## src/rtl/noc_pkg.sv

```systemverilog
// Shared flit geometry for the PE/NoC network interface.
// Flit layout, MSB first: destination, source, payload.
package noc_pkg;

  localparam int DATA_W = 36;
  localparam int ADDR_W = 4;
  localparam int PAY_LSB = 0;

  function automatic int dest_lsb(
    input int dw,
    input int aw
  );
    return dw - aw;
  endfunction

  function automatic int src_lsb(
    input int dw,
    input int aw
  );
    return dw - 2 * aw;
  endfunction

endpackage

```

## src/rtl/pe_noc_interface_if.sv

```systemverilog
// PE-side and switch-side handshake bundle of the NoC interface.
// The slave modport is the interface block, master the PE/switch side.
interface pe_noc_interface_if
  import noc_pkg::*;
#(
  parameter int DataWidth = DATA_W,
  parameter int AddrWidth = ADDR_W
);

  localparam int PayW = DataWidth - 2 * AddrWidth;

  logic [PayW-1:0]      i_pe_tx_data;
  logic [AddrWidth-1:0] i_pe_tx_dest;
  logic                 i_pe_tx_valid;
  logic                 o_pe_tx_ready;
  logic [DataWidth-1:0] o_data;
  logic                 o_data_valid;
  logic                 i_data_ready;
  logic [DataWidth-1:0] i_data;
  logic                 i_data_valid;
  logic                 o_data_ready;
  logic [PayW-1:0]      o_pe_rx_data;
  logic [AddrWidth-1:0] o_pe_rx_src;
  logic                 o_pe_rx_valid;
  logic                 i_pe_rx_ready;
  logic [7:0]           o_drop_cnt;

  modport slave (
    input  i_pe_tx_data,
    input  i_pe_tx_dest,
    input  i_pe_tx_valid,
    output o_pe_tx_ready,
    output o_data,
    output o_data_valid,
    input  i_data_ready,
    input  i_data,
    input  i_data_valid,
    output o_data_ready,
    output o_pe_rx_data,
    output o_pe_rx_src,
    output o_pe_rx_valid,
    input  i_pe_rx_ready,
    output o_drop_cnt
  );

  modport master (
    output i_pe_tx_data,
    output i_pe_tx_dest,
    output i_pe_tx_valid,
    input  o_pe_tx_ready,
    input  o_data,
    input  o_data_valid,
    output i_data_ready,
    output i_data,
    output i_data_valid,
    input  o_data_ready,
    input  o_pe_rx_data,
    input  o_pe_rx_src,
    input  o_pe_rx_valid,
    output i_pe_rx_ready,
    input  o_drop_cnt
  );

endinterface

```

## src/rtl/noc_skid_buf.sv

```systemverilog
// Two-entry valid/ready buffer; output fields come straight from flops.
// in_ready depends only on the occupancy register.
module noc_skid_buf #(
  parameter int Width = 8
) (
  input  logic             clk,
  input  logic             rst_n,
  input  logic [Width-1:0] in_data,
  input  logic             in_valid,
  output logic             in_ready,
  output logic [Width-1:0] out_data,
  output logic             out_valid,
  input  logic             out_ready
);

  logic [1:0][Width-1:0] mem_q, mem_d;
  logic                  wr_q, wr_d;
  logic                  rd_q, rd_d;
  logic [1:0]            cnt_q, cnt_d;
  logic                  push, pop;

  assign in_ready  = (cnt_q != 2'd2);
  assign out_valid = (cnt_q != 2'd0);
  assign out_data  = mem_q[rd_q];

  always_comb begin
    push  = in_valid && in_ready;
    pop   = out_valid && out_ready;
    mem_d = mem_q;
    wr_d  = wr_q;
    rd_d  = rd_q;
    cnt_d = cnt_q;
    if (push) begin
      mem_d[wr_q] = in_data;
      wr_d        = ~wr_q;
    end
    if (pop) begin
      rd_d = ~rd_q;
    end
    unique case ({push, pop})
      2'b10:   cnt_d = cnt_q + 2'd1;
      2'b01:   cnt_d = cnt_q - 2'd1;
      default: cnt_d = cnt_q;
    endcase
  end

  always_ff @(posedge clk or negedge rst_n) begin
    if (!rst_n) begin
      mem_q <= '0;
      wr_q  <= 1'b0;
      rd_q  <= 1'b0;
      cnt_q <= 2'd0;
    end else begin
      mem_q <= mem_d;
      wr_q  <= wr_d;
      rd_q  <= rd_d;
      cnt_q <= cnt_d;
    end
  end

endmodule

```

## src/rtl/pe_noc_interface.sv

```systemverilog
// Network interface between one PE and its switch port.
// Packs/unpacks flits, filters by address and counts discarded flits.
module pe_noc_interface
  import noc_pkg::*;
#(
  parameter int DataWidth = DATA_W,
  parameter int AddrWidth = ADDR_W,
  parameter int MyAddr    = 0
) (
  input logic              i_clk,
  input logic              i_resetn,
  pe_noc_interface_if.slave bus
);

  localparam int PayW   = DataWidth - 2 * AddrWidth;
  localparam int RxW    = DataWidth - AddrWidth;
  localparam int DstLsb = dest_lsb(DataWidth, AddrWidth);
  localparam int SrcLsb = src_lsb(DataWidth, AddrWidth);
  localparam logic [AddrWidth-1:0] MyA = AddrWidth'(MyAddr);

  // Async assert, release on the first edge; also gates both readies.
  logic rst_ok_q;

  always_ff @(posedge i_clk or negedge i_resetn) begin
    if (!i_resetn) begin
      rst_ok_q <= 1'b0;
    end else begin
      rst_ok_q <= 1'b1;
    end
  end

  logic                 tx_buf_rdy;
  logic                 tx_rdy;
  logic                 tx_fire;
  logic                 tx_self;
  logic                 tx_push;
  logic [DataWidth-1:0] tx_flit;

  assign tx_rdy  = rst_ok_q && tx_buf_rdy;
  assign tx_fire = bus.i_pe_tx_valid && tx_rdy;
  assign tx_self = tx_fire && (bus.i_pe_tx_dest == MyA);
  assign tx_push = tx_fire && !tx_self;
  assign tx_flit = {bus.i_pe_tx_dest, MyA, bus.i_pe_tx_data};
  assign bus.o_pe_tx_ready = tx_rdy;

  noc_skid_buf #(
    .Width (DataWidth)
  ) u_tx_buf (
    .clk       (i_clk),
    .rst_n     (rst_ok_q),
    .in_data   (tx_flit),
    .in_valid  (tx_push),
    .in_ready  (tx_buf_rdy),
    .out_data  (bus.o_data),
    .out_valid (bus.o_data_valid),
    .out_ready (bus.i_data_ready)
  );

  logic           rx_buf_rdy;
  logic           rx_rdy;
  logic           rx_fire;
  logic           rx_hit;
  logic           rx_push;
  logic           rx_miss;
  logic [RxW-1:0] rx_word;

  assign rx_rdy  = rst_ok_q && rx_buf_rdy;
  assign rx_fire = bus.i_data_valid && rx_rdy;
  assign rx_hit  = (bus.i_data[DstLsb +: AddrWidth] == MyA);
  assign rx_push = rx_fire && rx_hit;
  assign rx_miss = rx_fire && !rx_hit;
  assign bus.o_data_ready = rx_rdy;

  // Destination is implied once stored, so only src+payload are kept.
  noc_skid_buf #(
    .Width (RxW)
  ) u_rx_buf (
    .clk       (i_clk),
    .rst_n     (rst_ok_q),
    .in_data   (bus.i_data[RxW-1:0]),
    .in_valid  (rx_push),
    .in_ready  (rx_buf_rdy),
    .out_data  (rx_word),
    .out_valid (bus.o_pe_rx_valid),
    .out_ready (bus.i_pe_rx_ready)
  );

  assign bus.o_pe_rx_data = rx_word[PAY_LSB +: PayW];
  assign bus.o_pe_rx_src  = rx_word[SrcLsb +: AddrWidth];

  logic [7:0] drop_q, drop_d;
  logic [8:0] drop_sum;

  always_comb begin
    drop_sum = {1'b0, drop_q} + 9'(tx_self) + 9'(rx_miss);
    drop_d   = (drop_sum > 9'd255) ? 8'd255 : drop_sum[7:0];
  end

  always_ff @(posedge i_clk or negedge rst_ok_q) begin
    if (!rst_ok_q) begin
      drop_q <= 8'd0;
    end else begin
      drop_q <= drop_d;
    end
  end

  assign bus.o_drop_cnt = drop_q;

endmodule
```

## src/flat_wrapper.sv

```systemverilog
// flat-port wrapper written by rule: the top's interface ports become plain ports
module pe_noc_interface_flat import noc_pkg::*;
#(
  parameter int DataWidth = DATA_W,
  parameter int AddrWidth = ADDR_W,
  parameter int MyAddr    = 0
)
  (i_clk, i_resetn, bus_i_pe_tx_data, bus_i_pe_tx_dest, bus_i_pe_tx_valid, bus_o_pe_tx_ready, bus_o_data, bus_o_data_valid, bus_i_data_ready, bus_i_data, bus_i_data_valid, bus_o_data_ready, bus_o_pe_rx_data, bus_o_pe_rx_src, bus_o_pe_rx_valid, bus_i_pe_rx_ready, bus_o_drop_cnt);
  pe_noc_interface_if #(.DataWidth(DataWidth), .AddrWidth(AddrWidth)) bus_i ();
  input logic i_clk;
  input logic i_resetn;
  input wire logic [$bits(bus_i.i_pe_tx_data)-1:0] bus_i_pe_tx_data;
  input wire logic [$bits(bus_i.i_pe_tx_dest)-1:0] bus_i_pe_tx_dest;
  input wire logic [$bits(bus_i.i_pe_tx_valid)-1:0] bus_i_pe_tx_valid;
  output wire logic [$bits(bus_i.o_pe_tx_ready)-1:0] bus_o_pe_tx_ready;
  output wire logic [$bits(bus_i.o_data)-1:0] bus_o_data;
  output wire logic [$bits(bus_i.o_data_valid)-1:0] bus_o_data_valid;
  input wire logic [$bits(bus_i.i_data_ready)-1:0] bus_i_data_ready;
  input wire logic [$bits(bus_i.i_data)-1:0] bus_i_data;
  input wire logic [$bits(bus_i.i_data_valid)-1:0] bus_i_data_valid;
  output wire logic [$bits(bus_i.o_data_ready)-1:0] bus_o_data_ready;
  output wire logic [$bits(bus_i.o_pe_rx_data)-1:0] bus_o_pe_rx_data;
  output wire logic [$bits(bus_i.o_pe_rx_src)-1:0] bus_o_pe_rx_src;
  output wire logic [$bits(bus_i.o_pe_rx_valid)-1:0] bus_o_pe_rx_valid;
  input wire logic [$bits(bus_i.i_pe_rx_ready)-1:0] bus_i_pe_rx_ready;
  output wire logic [$bits(bus_i.o_drop_cnt)-1:0] bus_o_drop_cnt;
  assign bus_i.i_pe_tx_data = bus_i_pe_tx_data;
  assign bus_i.i_pe_tx_dest = bus_i_pe_tx_dest;
  assign bus_i.i_pe_tx_valid = bus_i_pe_tx_valid;
  assign bus_o_pe_tx_ready = bus_i.o_pe_tx_ready;
  assign bus_o_data = bus_i.o_data;
  assign bus_o_data_valid = bus_i.o_data_valid;
  assign bus_i.i_data_ready = bus_i_data_ready;
  assign bus_i.i_data = bus_i_data;
  assign bus_i.i_data_valid = bus_i_data_valid;
  assign bus_o_data_ready = bus_i.o_data_ready;
  assign bus_o_pe_rx_data = bus_i.o_pe_rx_data;
  assign bus_o_pe_rx_src = bus_i.o_pe_rx_src;
  assign bus_o_pe_rx_valid = bus_i.o_pe_rx_valid;
  assign bus_i.i_pe_rx_ready = bus_i_pe_rx_ready;
  assign bus_o_drop_cnt = bus_i.o_drop_cnt;
  pe_noc_interface #(.DataWidth(DataWidth), .AddrWidth(AddrWidth), .MyAddr(MyAddr)) u_core (.i_clk(i_clk), .i_resetn(i_resetn), .bus(bus_i));
endmodule
```

## config.mk

```make
export PLATFORM = sky130hd
export DESIGN_NAME = pe_noc_interface_flat
export DESIGN_NICKNAME = d
export VERILOG_FILES = /design/src/rtl/noc_pkg.sv /design/src/rtl/pe_noc_interface_if.sv /design/src/rtl/noc_skid_buf.sv /design/src/rtl/pe_noc_interface.sv /design/src/flat_wrapper.sv
export SDC_FILE = /design/constraint.sdc
export NUM_CORES = 1
export LEC_CHECK = 0
export CAP_MARGIN = 20
export CORE_MARGIN = 3
export CORE_UTILIZATION = 31
export DETAILED_ROUTE_END_ITERATION = 10
export GPL_TIMING_DRIVEN = 0
export PLACE_DENSITY = 0.67
export SLEW_MARGIN = 20
export SYNTH_ARGS = -nofsm -noshare
export SYNTH_HDL_FRONTEND = slang
export SYNTH_SLANG_ARGS = --single-unit
```

## constraint.sdc

```tcl
create_clock -name i_clk -period 4.11 [get_ports i_clk]
set_clock_uncertainty 0.1 [all_clocks]
set_input_delay 0.411 -clock i_clk [delete_from_list [all_inputs] [get_ports i_clk]]
set_output_delay 0.411 -clock i_clk [all_outputs]
set_load 0.01 [all_outputs]
```

Word level (Yosys, flattened, before mapping) --
Index checks and enable logic that the tools add are counted. W data, S select, Z words.
Storage, ports and cells: memories 0, bits in latches 0, memory bits (writable) 0, bits of input ports 74, output and inout port bits 80, flip-flop bits (word level) 153, bits in read-only memories 0
Cells by class: multiply operators 0, bitwise gates (word level) 4, mux-type cells 13, reduce and logical (&&, ||, !) cells 22, shifts and indexed selects 0, add/subtract/negate cells 6, divide/modulo/power cells 0, equality and inequality tests 6, order comparisons 7
Operators by type and width (number):
- $mux W36 | 3
- $mux W32 | 3
- $bwmux W72 | 1
- $bwmux W64 | 1
- $demux W36 S1 | 1
- $demux W32 S1 | 1
- $logic_and A1 B1 Y1 | 14
- $add A8 B1 Y9 | 1
- $add A9 B1 Y9 | 1
- $gt A9 B8 Y1 const B | 1
- $logic_not A4 Y1 | 2
- $lt A1 B2 Y1 const B | 4
- $mux W8 | 1
- $pmux W2 S2 | 2
- $reduce_bool A2 Y1 | 4
- $add A2 B1 Y2 const B | 2
- $eq A2 B1 Y1 const B | 2
- $eq A2 B2 Y1 const B | 2
- $ne A2 B2 Y1 const B | 2
- $not A1 Y1 | 4
- $sub A2 B1 Y2 const B | 2
- $ge A1 B1 Y1 const B | 2
- $logic_not A1 Y1 | 2

Logic depth before layout (Yosys ltp) --
Gate-level depths: netlist of run 1.
depth in word-level cells 9, mapped depth 8, depth with buffers taken out 8

By module --
Synthesis of run 1 repeated with hierarchy kept, for this count alone.
Unflattened totals: cells, all modules 446, area total of the unflattened synthesis 7353.3 sq um
By module, submodules not included:
- noc_skid_buf (u_core.u_tx_buf) | area each 3611.0 sq um, instances 1, sequential area each 1901.8 sq um, cells an instance 209
- noc_skid_buf (u_core.u_rx_buf) | area each 3274.4 sq um, instances 1, sequential area each 1701.6 sq um, cells an instance 189
- pe_noc_interface | area each 467.9 sq um, instances 1, sequential area each 225.2 sq um, cells an instance 48

Least setup slack after synthesis of run 1 --
No wires, ideal clock.
path kind reg-to-reg, start reg u_core.rst_ok_q, end reg u_core.u_tx_buf.mem_q[42] (netlist name), buffers on the path 2, slack -1.208 ns, period minus slack after synthesis 5.318 ns, library setup time 0.128 ns, arrival time 5.090 ns, data required time 3.882 ns, stages on the path, launching flop included 6, path through dfrtp_1 -> nand2_1 -> or4b_2 -> clkbuf_1 -> buf_2 -> mux2_1
On the way: cells in the longest elaborated chain, start to end 6
RTL lines:
- start, declared | RTL line pe_noc_interface.sv:22 | logic rst_ok_q;
- start signal, assigned | RTL line pe_noc_interface.sv:26 | rst_ok_q <= 1'b0;
- start signal, assigned | RTL line pe_noc_interface.sv:28 | rst_ok_q <= 1'b1;
- $logic_and A1 B1 Y1 (*) | RTL line pe_noc_interface.sv:39 | assign tx_rdy = rst_ok_q && tx_buf_rdy;
- $logic_and A1 B1 Y1 (*) | RTL line pe_noc_interface.sv:40 | assign tx_fire = bus.i_pe_tx_valid && tx_rdy;
- $logic_and A1 B1 Y1 | RTL line pe_noc_interface.sv:41 | assign tx_self = tx_fire && (bus.i_pe_tx_dest == MyA);
- $logic_not A1 Y1 | RTL line pe_noc_interface.sv:42 | assign tx_push = tx_fire && !tx_self;
- $logic_and A1 B1 Y1 (*) | RTL line pe_noc_interface.sv:42
- $logic_and A1 B1 Y1 (*) | RTL line noc_skid_buf.sv:27 | push = in_valid && in_ready;
- end signal, assigned | RTL line noc_skid_buf.sv:54 | mem_q <= mem_d;
- end, declared | RTL line noc_skid_buf.sv:16 | logic [1:0][Width-1:0] mem_q, mem_d;
Every way passes the cells marked *; elsewhere a longest branch is shown, timed or not. A chain may end at the register's enable or synchronous reset.

Worst setup path in the final report of run 1 --
start reg u_core.rst_ok_q, end reg u_core.u_tx_buf.mem_q[34] (netlist name)
The elaborated chain is that of the path after synthesis.

==> results.toml, run 1 <==
[clock_network]
post_cts_buffers = 0
cts_tree = "done"
cts_hold_buf = 0
h-tree-depth = 4
clockBufferDepth = 2
cts.sinks = 145
clock_latency_ns = 0.41
cts_buffers = 17
cts_resized = 0
path_clk_slew_ns = 0.06
cts-root-buf = "clkbuf_16"

[timing]
worstMarginPinSlew_ns = 0.647
rsz0062_at_grt = "false"
max_freq_ghz = 0.300
finalWorstSetupSlack_ns = 0.782
maxSlewHeadroom = 0.564
fin_crit_ns = 3.33
setup_violations = 0
finalHoldViolCount = 0
finalMaxSlewViolations = 0
post-route-period-util = 0.810

[grt]
grt_max_degree = 56
antenna_found_initial = 2
grt_pass1_vias = 4628
grt_first_pass_wirelength_um = 23700
overflow = 0
track_usage = 0.133

[yosys]
syn-instance-count = 425
synth_seq_cells = 145
synth-main-ff-cell = "dfrtp_1"
ys_async_sr_fraction = 1.00
synth_area_per_cell_um2 = 15.3
syn_area_um2 = 6490
ys_seq_area_frac = 0.559
synth_edf_count = 0
synth-warning-count = 0
yosysUniqueCellTypes = 34

[critical_path]
cp.arrival_ns = 3.51
critPathKind = "flip-flop to flip-flop"
start_kind = "flip-flop"
worstPathRequired_ns = 4.30
end_kind = "flip-flop"
crit_fanout = 55

[die]
io_pins = 154
initial_core_util = 0.318
dieHeight_um = 151
fp.dieW_um = 151
fp.coreArea_um2 = 20400
core.rowCount = 52
die-area_um2 = 22700

[cells_and_area]
final_layout_size_suffix_gt1_frac = 0.401
layout_common_cells = "161 x mux2_2, 149 x clkdlybuf4s50_1, 144 x dfrtp_1"
multi_input_area_um2 = 2730
regArea_um2 = 3630
fin_util = 0.440
stdcell_area_um2 = 8980
area_growth_pct = 38.4
antenna_cells = 0
fillers = 1850
fin_nets = 676
layout_commonest_cell = "mux2_2"

[route]
drc = 0
vias = 4024
first_pass_iters = 4
wl_per_cell_um = 16.8
postRouteAntennaNets = 0
drt-initial-drc-count = 66
wirelength_um = 14800
avgViaCountPerCell = 4.57

[place]
dp_slack_ns = 0.279
post-dp-hpwl_um = 10900
placed_area_um2 = 8390
numPortBuffers = 149
place_congestion = 0.760

[hold_path]
hold_path_class = "primary input to async pin"

[run]
max_cap_viol_count = 0

[pwr]
powerDensity_nw_per_um2 = 704
vdd_drop_max_mv = 0.350
leakage_uw = 0.00399
finalPower_uw = 6320

[run_status]
status = "complete, no violations"
## layout make-up
cell class,instances,area share
timing repair buffer,151,0.172
inverter,1,0.000418
buffer,26,0.0160
clock buffer,20,0.0509
clock inverter,12,0.0145
sequential,145,0.404
tap,270,0.0376
multi-input combinational,256,0.304
## flip-flops by register name (all words and copies together) (netlist names)
| signal | count |
|---|---|
| u_core.u_tx_buf.rd_q | 1 |
| u_core.u_tx_buf.cnt_q | 2 |
| u_core.u_rx_buf.cnt_q | 2 |
| u_core.rst_ok_q | 1 |
| u_core.bus.o_drop_cnt | 8 |
| u_core.u_tx_buf.wr_q | 1 |
| u_core.u_rx_buf.wr_q | 1 |
| u_core.u_rx_buf.rd_q | 1 |
| u_core.u_tx_buf.mem_q | 64 |
| u_core.u_rx_buf.mem_q | 64 |
## power by group
group | internal [µW] | switching [µW] | total [µW] | leakage [µW]
clock network | 929 | 610 | 1540 | 0.000287
logic | 1580 | 934 | 2520 | 0.00187
registers | 1970 | 302 | 2270 | 0.00183
total | 4480 | 1840 | 6320 | 0.00399
## logic make-up (layout without fill, tap and decap cells)
kind of cell	Yosys count	count (layout)	share of synthesized area
multiplexers	193	193	0.352
AND/OR/NAND/NOR	36	36	0.0343
XOR/XNOR	11	11	0.0149
buffers and inverters	27	210	0.0228
AO/OA/AOI/OAI	7	7	0.00636
flip-flops	145	145	0.559
other	2	5	0.00116
adder cells (fa/ha/maj)	4	4	0.00887
## layer usage
layer,up-vias,global-route usage,share of wire
met1,2069,0.160,0.42
met5,-,0,0.0014
li1,1853,-,-
met2,82,0.230,0.52
met4,4,0.0403,0.012
met3,16,0.0379,0.045
## through the flow
stage	std cells	hold slack, ns	TNS, ns
floorplan	428	0.0154	0
global placement	847	0.365	-58.87
detailed placement	849	0.265	0
CTS	881	0.0203	0
global route	881	0.0171	0
finish	881	0.0459	0
## synth_stat cells (2+ instances only)
cell | instances | share of area
mux2_4 | 30 | 0.069
or2_2 | 2 | 0.0019
buf_4 | 4 | 0.0046
buf_6 | 3 | 0.0052
ha_1 | 3 | 0.0058
nor2b_1 | 5 | 0.0048
nand2_1 | 5 | 0.0029
mux2_1 | 2 | 0.0035
nand2b_1 | 2 | 0.0019
mux2_2 | 161 | 0.28
conb_1 | 2 | 0.0012
and2_1 | 2 | 0.0019
xnor2_1 | 7 | 0.0095
dfrtp_1 | 145 | 0.56
nor4_1 | 2 | 0.0019
and4_1 | 2 | 0.0027
or3_1 | 2 | 0.0019
buf_2 | 7 | 0.0054
xor2_1 | 4 | 0.0054
o21ai_0 | 2 | 0.0015
clkbuf_1 | 12 | 0.0069
nor2_1 | 4 | 0.0023
a31oi_1 | 2 | 0.0019
and3_1 | 4 | 0.0039
a21oi_1 | 2 | 0.0015
## critical path, cell delays in order (launching register included)
cell and delay (ns):
dfrtp_4 0.82, buf_16 0.34, buf_16 0.28, nand2_1 0.14
nor4_2 0.50, clkbuf_1 0.55, mux2_2 0.41
## path summary, 6_finish.rpt
| check | cells past startpoint | slack, ns | endpoint | startpoint |
|---|---|---|---|---|
| min in group i_clk | 1 | 0.39 | u_core.u_tx_buf.cnt_q[1]$_DFFE_PN0P_ | u_core.u_tx_buf.cnt_q[1]$_DFFE_PN0P_ |
| worst max register to register | 6 | 0.78 | u_core.u_tx_buf.mem_q[34]$_DFFE_PN0P_ | u_core.rst_ok_q$_DFF_PN0_ |
| worst max-delay path | 6 | 0.78 | u_core.u_tx_buf.mem_q[34]$_DFFE_PN0P_ | u_core.rst_ok_q$_DFF_PN0_ |
| worst min-delay path | 1 | 0.05 | u_core.rst_ok_q$_DFF_PN0_ | i_resetn |
| worst min register to register | 0 | 0.25 | u_core.u_rx_buf.mem_q[9]$_DFFE_PN0P_ | u_core.rst_ok_q$_DFF_PN0_ |
| max in group asynchronous | 2 | 2.67 | u_core.u_tx_buf.mem_q[34]$_DFFE_PN0P_ | u_core.rst_ok_q$_DFF_PN0_ |
(Power assumes the default switching activity.)
==> inputs of run 2 (changes only) <==
PLACE_DENSITY = 0.65   (was 0.67)
clock period = 3.2 ns   (was 4.11 ns; I/O delays follow)
==> run 2 against run 1 <==
Compared with the run above: clock power up 27%; combinational power up 29%; core utilization is essentially flat; global-route usage hardly changed; die area did not move; power increased by 28%; critical path type unchanged; wire length fell by 1.1%; worst setup slack worse by 0.51 ns.
==> results.toml, run 2 (synthesis results as in run 1) <==
[run_status]
status = "complete, no violations"

[clock_network]
h-tree-depth = 4
cts_buffers = 17
clockBufferDepth = 2
cts.sinks = 145
cts_tree = "done"
path_clk_slew_ns = 0.06
cts-root-buf = "clkbuf_16"
clock_latency_ns = 0.41
post_cts_buffers = 0

[pwr]
vdd_drop_max_mv = 0.371
powerDensity_nw_per_um2 = 901
leakage_uw = 0.00398
finalPower_uw = 8100

[die]
fp.dieW_um = 151
core.rowCount = 52
dieHeight_um = 151
die-area_um2 = 22700
fp.coreArea_um2 = 20400
initial_core_util = 0.318
io_pins = 154

[route]
postRouteAntennaNets = 0
first_pass_iters = 6
avgViaCountPerCell = 4.58
vias = 4043
drt-initial-drc-count = 91
wl_per_cell_um = 16.6
drc = 0
wirelength_um = 14700

[timing]
finalHoldViolCount = 0
max_freq_ghz = 0.341
fin_crit_ns = 2.93
worstMarginPinSlew_ns = 0.677
rsz0062_at_grt = "false"
finalWorstSetupSlack_ns = 0.271
post-route-period-util = 0.915
setup_violations = 0
finalMaxSlewViolations = 0
maxSlewHeadroom = 0.549

[critical_path]
start_kind = "flip-flop"
worstPathRequired_ns = 3.39
crit_fanout = 58
path_cells = "buf_16 -> nand2_1 -> or4b_2 -> clkbuf_1 -> buf_2 -> mux2_1"
critical_path.top_delay_family = "buffers and inverters"
slowest_delay_ns = 0.77
cp.arrival_ns = 3.12
end_kind = "flip-flop"
rr_startpoint = "u_core.rst_ok_q$_DFF_PN0_"
slowest_stage = "dfrtp_4"
critPathKind = "flip-flop to flip-flop"
r2r_cells = 6
timing.reg2reg.setup_slack_ns = 0.27
critPathBufInv = 3
r2r-end = "u_core.u_tx_buf.mem_q[42]$_DFFE_PN0P_"

[place]
post-dp-hpwl_um = 10400
numPortBuffers = 149
dp_slack_ns = -0.205
place_congestion = 0.787

[run]
max_cap_viol_count = 0

[cells_and_area]
fillers = 1859
layout_common_cells = "161 x mux2_2, 149 x clkdlybuf4s50_1, 144 x dfrtp_1"
area_growth_pct = 38.5
layout_commonest_cell = "mux2_2"
multi_input_area_um2 = 2730
antenna_cells = 0
final_layout_size_suffix_gt1_frac = 0.402
regArea_um2 = 3630
fin_nets = 677
fin_util = 0.440

[grt]
track_usage = 0.132
grt_pass1_vias = 4425
grt_max_degree = 59
overflow = 0
grt_first_pass_wirelength_um = 23700
antenna_found_initial = 0

[hold_path]
hold_path_class = "flip-flop to async pin"
run 2: power breakdown:
part	internal [µW]	switching, µW	total [µW]
clock	1180	776	1950
sequential	2530	381	2910
combinational	2040	1210	3240
total	5740	2360	8100
run 2: layout make-up:
cell class / count / share of cell area
Buffer: 26 / 0.0164
Timing Repair Buffer: 152 / 0.173
Multi-Input combinational cell: 256 / 0.304
Clock inverter: 11 / 0.0145
Sequential cell: 145 / 0.404
Clock buffer: 21 / 0.0501
Inverter: 1 / 0.000418
Tap cell: 270 / 0.0376
run 2: metal layers:
metal	up-vias	global-route usage	part of all wire
met3	20	0.0397	0.048
met5	-	0	0
li1	1850	-	-
met1	2082	0.167	0.44
met4	0	0.0440	0.016
met2	91	0.218	0.50
run 2: worst register-to-register path, stage by stage, from the launching register on:
cell and delay, ns:
dfrtp_4 0.77, buf_16 0.33, nand2_1 0.18, or4b_2 0.63, clkbuf_1 0.20, buf_2 0.25
mux2_1 0.35
run 2: worst max path at each step:
stage / cells after the start / to / slack (ns) / start
final: 6 / u_core.u_tx_buf.mem_q[42]$_DFFE_PN0P_ / 0.27 / u_core.rst_ok_q$_DFF_PN0_
after global routing: 6 / u_core.u_tx_buf.mem_q[42]$_DFFE_PN0P_ / 0.07 / u_core.rst_ok_q$_DFF_PN0_
after CTS: 5 / u_core.u_tx_buf.mem_q[33]$_DFFE_PN0P_ / 0.07 / u_core.rst_ok_q$_DFF_PN0_
after detailed placement: 5 / u_core.u_tx_buf.mem_q[33]$_DFFE_PN0P_ / -0.20 / u_core.rst_ok_q$_DFF_PN0_
after global placement: 4 / u_core.u_tx_buf.mem_q[5]$_DFFE_PN0P_ / -0.96 / u_core.rst_ok_q$_DFF_PN0_
after floorplan: 5 / u_core.u_tx_buf.mem_q[42]$_DFFE_PN0P_ / 0.13 / u_core.rst_ok_q$_DFF_PN0_
run 2: repair_timing:
action / CTS / global route
endpoints found under the hold margin: 1 / 0
gates resized for setup: 1 / 6
endpoints found under the setup margin: 30 / 30
hold buffers: 1 / 0
run 2: metrics by stage:
| stage | hold WS [ns] | cells | instance area (µm²) | setup TNS [ns] |
|---|---|---|---|---|
| after CTS | 0.235 | 882 | 8980 | 0 |
| after global placement | 0.364 | 847 | 8330 | -59.50 |
| after global routing | 0.253 | 882 | 8990 | 0 |
| after detailed placement | 0.227 | 849 | 8390 | -5.16 |
| after floorplan | -0.0756 | 428 | 6500 | 0 |
| final | 0.216 | 882 | 8990 | 0 |
